[src/rtl/parity_pkg.sv]
// parity_pkg: shared parity constants, scrub FSM states and width helper
package parity_pkg;
  localparam bit PAR_EVEN = 1'b0;
  localparam bit PAR_ODD = 1'b1;
  typedef enum logic [1:0] {IDLE, SCAN, DONE} state_t;
  function automatic int clog2_min1(input int v);
    return (v <= 1) ? 1 : $clog2(v);
  endfunction
endpackage

[src/rtl/parity_gen.sv]
// parity_gen: parity bit that makes data plus parity match the selected sense
module parity_gen #(
  parameter int WIDTH = 8,
  parameter bit ODD = 1'b0
)(
  input  logic [WIDTH-1:0] data,
  output logic             par
);
  assign par = ^data ^ ODD;
endmodule

[src/rtl/parity_scrub_mem.sv]
// parity_scrub_mem: parity-protected multi-bank memory with a scrub engine
module parity_scrub_mem
  import parity_pkg::*;
#(
  parameter int WIDTH = 8,
  parameter int DEPTH = 8,
  parameter int BANKS = 2,
  parameter bit ODD = PAR_EVEN,
  localparam int AW = clog2_min1(DEPTH),
  localparam int BW = clog2_min1(BANKS),
  localparam int CW = $clog2(BANKS*DEPTH+1)
)(
  input  logic             clk,
  input  logic             rstn,
  input  logic             wr_en,
  input  logic [BW-1:0]    wr_bank,
  input  logic [AW-1:0]    wr_addr,
  input  logic [WIDTH-1:0] wr_data,
  input  logic             wr_inject,
  input  logic             rd_req,
  input  logic [BW-1:0]    rd_bank,
  input  logic [AW-1:0]    rd_addr,
  output logic             rd_valid,
  output logic [WIDTH-1:0] rd_data,
  output logic             rd_perr,
  input  logic             scan_start,
  output logic             scan_busy,
  output logic             scan_done,
  output logic [CW-1:0]    err_count,
  output logic             err_valid,
  output logic [BW-1:0]    err_bank,
  output logic [AW-1:0]    err_addr
);
  localparam int N = BANKS*DEPTH;
  localparam int IW = clog2_min1(N);

  logic [WIDTH-1:0] mem_d [N];
  logic             mem_p [N];
  state_t           state, next;
  logic [BW-1:0]    s_bank;
  logic [AW-1:0]    s_addr;
  logic [IW-1:0]    wr_idx, rd_idx, s_idx;
  logic             wr_ok, rd_ok, wr_par, rd_par, s_par, s_perr, last, rd_go;

  assign wr_ok = int'(wr_bank) < BANKS && int'(wr_addr) < DEPTH;
  assign rd_ok = int'(rd_bank) < BANKS && int'(rd_addr) < DEPTH;
  assign wr_idx = IW'(int'(wr_bank)*DEPTH + int'(wr_addr));
  assign rd_idx = IW'(int'(rd_bank)*DEPTH + int'(rd_addr));
  assign s_idx = IW'(int'(s_bank)*DEPTH + int'(s_addr));
  assign last = s_bank == BW'(BANKS-1) && s_addr == AW'(DEPTH-1);
  assign s_perr = s_par ^ mem_p[s_idx];
  assign scan_busy = state == SCAN;
  assign scan_done = state == DONE;
  assign rd_go = rd_req && !scan_busy;

  parity_gen #(.WIDTH(WIDTH), .ODD(ODD)) u_wr_par (.data(wr_data), .par(wr_par));
  parity_gen #(.WIDTH(WIDTH), .ODD(ODD)) u_rd_par (.data(mem_d[rd_idx]), .par(rd_par));
  parity_gen #(.WIDTH(WIDTH), .ODD(ODD)) u_scan_par (.data(mem_d[s_idx]), .par(s_par));

  // storage: reset to consistent zero words, writes accepted in every state
  always_ff @(posedge clk or negedge rstn)
    if (!rstn)
      for (int i = 0; i < N; i++) begin
        mem_d[i] <= '0;
        mem_p[i] <= ODD;
      end
    else if (wr_en && wr_ok) begin
      mem_d[wr_idx] <= wr_data;
      mem_p[wr_idx] <= wr_par ^ wr_inject;
    end

  // read port: one-cycle registered read, suppressed while scrubbing
  always_ff @(posedge clk or negedge rstn)
    if (!rstn) begin
      rd_valid <= 1'b0;
      rd_data <= '0;
      rd_perr <= 1'b0;
    end else begin
      rd_valid <= rd_go;
      if (rd_go) begin
        rd_data <= rd_ok ? mem_d[rd_idx] : '0;
        rd_perr <= rd_ok && (rd_par ^ mem_p[rd_idx]);
      end
    end

  // scrub state register
  always_ff @(posedge clk or negedge rstn)
    if (!rstn) state <= IDLE;
    else state <= next;

  // scrub next state: start only from idle, finish after the last word
  always_comb begin
    next = state;
    next = (state == IDLE && scan_start) ? SCAN :
           (state == SCAN && last) ? DONE :
           (state == DONE) ? IDLE : state;
  end

  // scrub walk: bank-major index, error count and first-failure capture
  always_ff @(posedge clk or negedge rstn)
    if (!rstn) begin
      s_bank <= '0;
      s_addr <= '0;
      err_count <= '0;
      err_valid <= 1'b0;
      err_bank <= '0;
      err_addr <= '0;
    end else if (state == IDLE && scan_start) begin
      s_bank <= '0;
      s_addr <= '0;
      err_count <= '0;
      err_valid <= 1'b0;
      err_bank <= '0;
      err_addr <= '0;
    end else if (state == SCAN) begin
      if (s_perr) begin
        err_count <= err_count + 1'b1;
        if (!err_valid) begin
          err_valid <= 1'b1;
          err_bank <= s_bank;
          err_addr <= s_addr;
        end
      end
      s_addr <= (s_addr == AW'(DEPTH-1)) ? '0 : s_addr + 1'b1;
      s_bank <= (s_addr == AW'(DEPTH-1)) ? s_bank + 1'b1 : s_bank;
    end
endmodule
[config.mk]
export PLATFORM = sky130hd
export DESIGN_NAME = parity_scrub_mem
export DESIGN_NICKNAME = d
export VERILOG_FILES = /design/src/rtl/parity_pkg.sv /design/src/rtl/parity_gen.sv /design/src/rtl/parity_scrub_mem.sv
export SDC_FILE = /design/constraint.sdc
export NUM_CORES = 1
export LEC_CHECK = 0
export ABC_CLOCK_PERIOD_IN_PS = 3350
export CAP_MARGIN = 20
export CORE_UTILIZATION = 55
export DETAILED_ROUTE_END_ITERATION = 6
export HOLD_SLACK_MARGIN = 0.03
export PLACE_DENSITY = 0.76
export RECOVER_POWER = 25
export REMOVE_ABC_BUFFERS = 1
export SYNTH_ARGS = -nofsm -noshare
export SYNTH_HDL_FRONTEND = slang
export SYNTH_HIERARCHICAL = 1
export SYNTH_SLANG_ARGS = --single-unit
[constraint.sdc]
create_clock -name clk -period 3.35 [get_ports clk]
set_input_delay 1.005 -clock clk [delete_from_list [all_inputs] [get_ports clk]]
set_output_delay 1.005 -clock clk [all_outputs]
set_load 0.02 [all_outputs]
==> results.tsv <==
metric	value	unit
critPathKind	register to register	
die_w	130.3	µm
cts_made_buffers	17	
crit_path_start	s_addr[0]$_DFFE_PN0P_	
grt_start_max_net_pins	70	
end_kind	register	
drtIter0Drc	499	
synth_commonest_cells	dfrtp_1 (170), mux2_2 (136), mux4_2 (62)	
synth-simple-area-share	4.714	%
timing.rr.start	s_addr[0]$_DFFE_PN0P_	
grt_pass1_wl	36.84	mm
grt_pass1_vias	6345	
synth_cell_types	39	
drv_cap	0	
dr_wl_met3	1.605	mm
synth_top_flop_cell	dfrtp_1	
yosysSeqAreaShare	47.00	%
worstPathArrival	3.76	ns
crit_fanout	7	
die-area	16970	µm²
setup_slack	-0.05264	ns
antenna_found_initial	0	
peakVddDrop	1000	µV
synth_xor_area_share	2.322	%
wl_per_cell	25.75	µm
place_area	10120	µm²
holdBufCountCts	0	
setup_violations	6	
final_max_slew_viol_count	0	
utilization	69.45	%
worstMarginPinSlew	1.402	ns
vias	5940	
netlist_instances	600	
netlist_area	9051	µm²
fin_area	11110	µm²
rr_endpoint	err_addr[0]$_DFFE_PN0P_	
rsz0062_at_grt	true	
io_buffers	43	
holdPathStages	2	
core	16000	µm²
synth_top_cell_area_share	47.00	%
areaGrowthSynthToFinish	22.77	%
start_util	56.57	%
synth_area_leader_cell	dfrtp_1	
violations	setup timing	
leakage	4.677	nW
drt-met1-wl	9.668	mm
place_hpwl	15.14	mm
cts_tree	built	
crit_end	err_addr[0]$_DFFE_PN0P_	
n_antenna_cell	0	
clk_latency	0.44	ns
clockBufferDepth	2	
grt-ovfl-total	0	
hp-class	register to register	
root_buffer	clkbuf_16	
antenna_left	0	
dr.pass1.iters	5	
viasPerCell	6.450	
syn_area_per_cell	15.09	µm²
muxShareOfSynthArea	40.46	%
die_height	130.3	µm
min_period_over_period	101.6	%
hold_viol_final	0	
cp-start-kind	register	
synth_adder_area_share	0.4147	%
skew	0.008936	ns
crit_required	3.71	ns
drive_above_1_share	47.52	%
timing.slew.headroom	6.554	%
route.detailed.drc	0	
synth-seq-cells	170	
htreeDepth	4	
clock.fmax	293.9	MHz
synth_compound_area_share	2.848	%
cts_sinks	170	
regToRegSetupSlack	-0.05	ns
synth_top_family_by_area	multiplexers	
routed_wl	23.72	mm
synth.most_common_cell	dfrtp_1	
pin_count	44	
ys_warn_count	6	
routed-wl-met2	11.70	mm
synthArstFlopShare	100.0	%
place.gp.congestion	0.8343	
clkTransAtPathRegs	0.06	ns
status	finished, violations left	
num_rows	46	
synth_edf_count	0	
pwr_density_cell	1034	nW/µm²
top_layer	met4	
grt_usage	30.46	%
period_minus_slack	3.403	ns
synth_area_leaders	dfrtp_1 (47%), mux2_2 (17%), mux4_2 (15%)	
nets	717	
rr_worst_depth	12	
where the power goes:
group / total, mW / leakage, nW / internal [mW] / switching, mW
Clock: 2.31 / 0.339 / 1.50 / 0.814
Sequential: 3.10 / 2.08 / 2.64 / 0.462
Combinational: 6.07 / 2.25 / 3.19 / 2.88
Total: 11.5 / 4.68 / 7.33 / 4.16
through the flow:
| stage | worst slack [ns] | total power [mW] | setup TNS (ns) | hold slack (ns) | cells |
|---|---|---|---|---|---|
| floorplan | -0.9398 | 6.222 | -8.647 | 0.4625 | 562 |
| global placement | -0.2651 | 7.519 | -0.7432 | 0.4780 | 878 |
| detailed placement | -0.2526 | 7.709 | -1.533 | 0.4862 | 878 |
| CTS | -0.03956 | 10.76 | -0.1685 | 0.5004 | 917 |
| global route | -0.1552 | 11.98 | -0.9889 | 0.5287 | 921 |
| finish | -0.05264 | 11.49 | -0.2400 | 0.4961 | 921 |
cells in the final DEF, fill, tap and decap left out, drive strengths merged, types with 2 or more instances in the layout:
cell type      instances
mux4                  85
mux2                 136
xor2                   3
nand2                 34
bufinv                 6
a31o                   2
nor2                  22
o21ai                 13
buf                   67
ha                     3
o32ai                  2
a21oi                 13
o21a                   2
clkinvlp               2
nand3                  7
nand2b                 4
a22oi                  2
clkbuf                25
dfrtp                170
o32a                   2
mux2i                 13
nor3                   7
or2                    4
inv                    6
xnor2                 21
clkdlybuf4s50         41
nor2b                  4
sequential cells by signal, indices dropped and copies added (netlist names):
| signal | cells |
|---|---|
| mem_d | 128 |
| rd_valid | 1 |
| err_bank | 1 |
| err_valid | 1 |
| err_count | 5 |
| s_addr | 3 |
| rd_data | 8 |
| s_bank | 1 |
| state | 2 |
| mem_p | 16 |
| rd_perr | 1 |
| err_addr | 3 |
final cells by class:
cell class / count / area (µm²)
Fill cell: 1048 / 4888
Multi-Input combinational cell: 387 / 4742
Sequential cell: 170 / 4255
Timing Repair Buffer: 111 / 1122
Clock buffer: 22 / 494.2
Tap cell: 216 / 270.3
Clock inverter: 10 / 209.0
Inverter: 5 / 18.77
routing by layer:
layer  vias up  GRT usage [%]
met5         -              0
met4         0          13.41
met3        61          6.847
met2       286          48.90
met1      3102          40.07
li1       2491              -
logic make-up (layout without fill, tap and decap cells):
family | Yosys count | after routing
AND/OR/NAND/NOR | 87 | 87
flip-flops | 170 | 170
adder cells (fa/ha/maj) | 3 | 3
multiplexers | 234 | 234
AO/OA/AOI/OAI | 39 | 39
XOR/XNOR | 24 | 24
buffers and inverters | 43 | 148
critical path: stages (launching register included):
cell and delay (ns):
dfrtp_2 0.41, buf_6 0.15, buf_12 0.14, mux4_2 0.51, mux4_2 0.54, xnor2_4 0.19, xnor2_2 0.24, xnor2_2 0.15
buf_4 0.16, a2111oi_4 0.28, nor2_4 0.08, a21oi_4 0.24, mux2i_1 0.22
how the worst min path moves through the flow:
stage | to | start
floorplan | mem_p[14]$_DFFE_PN0P_ | mem_p[14]$_DFFE_PN0P_
global placement | mem_p[15]$_DFFE_PN0P_ | mem_p[15]$_DFFE_PN0P_
detailed placement | mem_p[15]$_DFFE_PN0P_ | mem_p[15]$_DFFE_PN0P_
CTS | mem_p[15]$_DFFE_PN0P_ | mem_p[15]$_DFFE_PN0P_
global route | rd_data[5]$_DFFE_PN0P_ | rd_data[5]$_DFFE_PN0P_
finish | mem_p[15]$_DFFE_PN0P_ | mem_p[15]$_DFFE_PN0P_
repair_timing:
item | CTS | global route
cloned | 2 | 1
buffers inserted | 6 | 3
endpoints found under the setup margin | 10 | 10
pin swaps | 13 | 13
gates resized for setup | 21 | 14
Power figures use the tool's default switching activity.
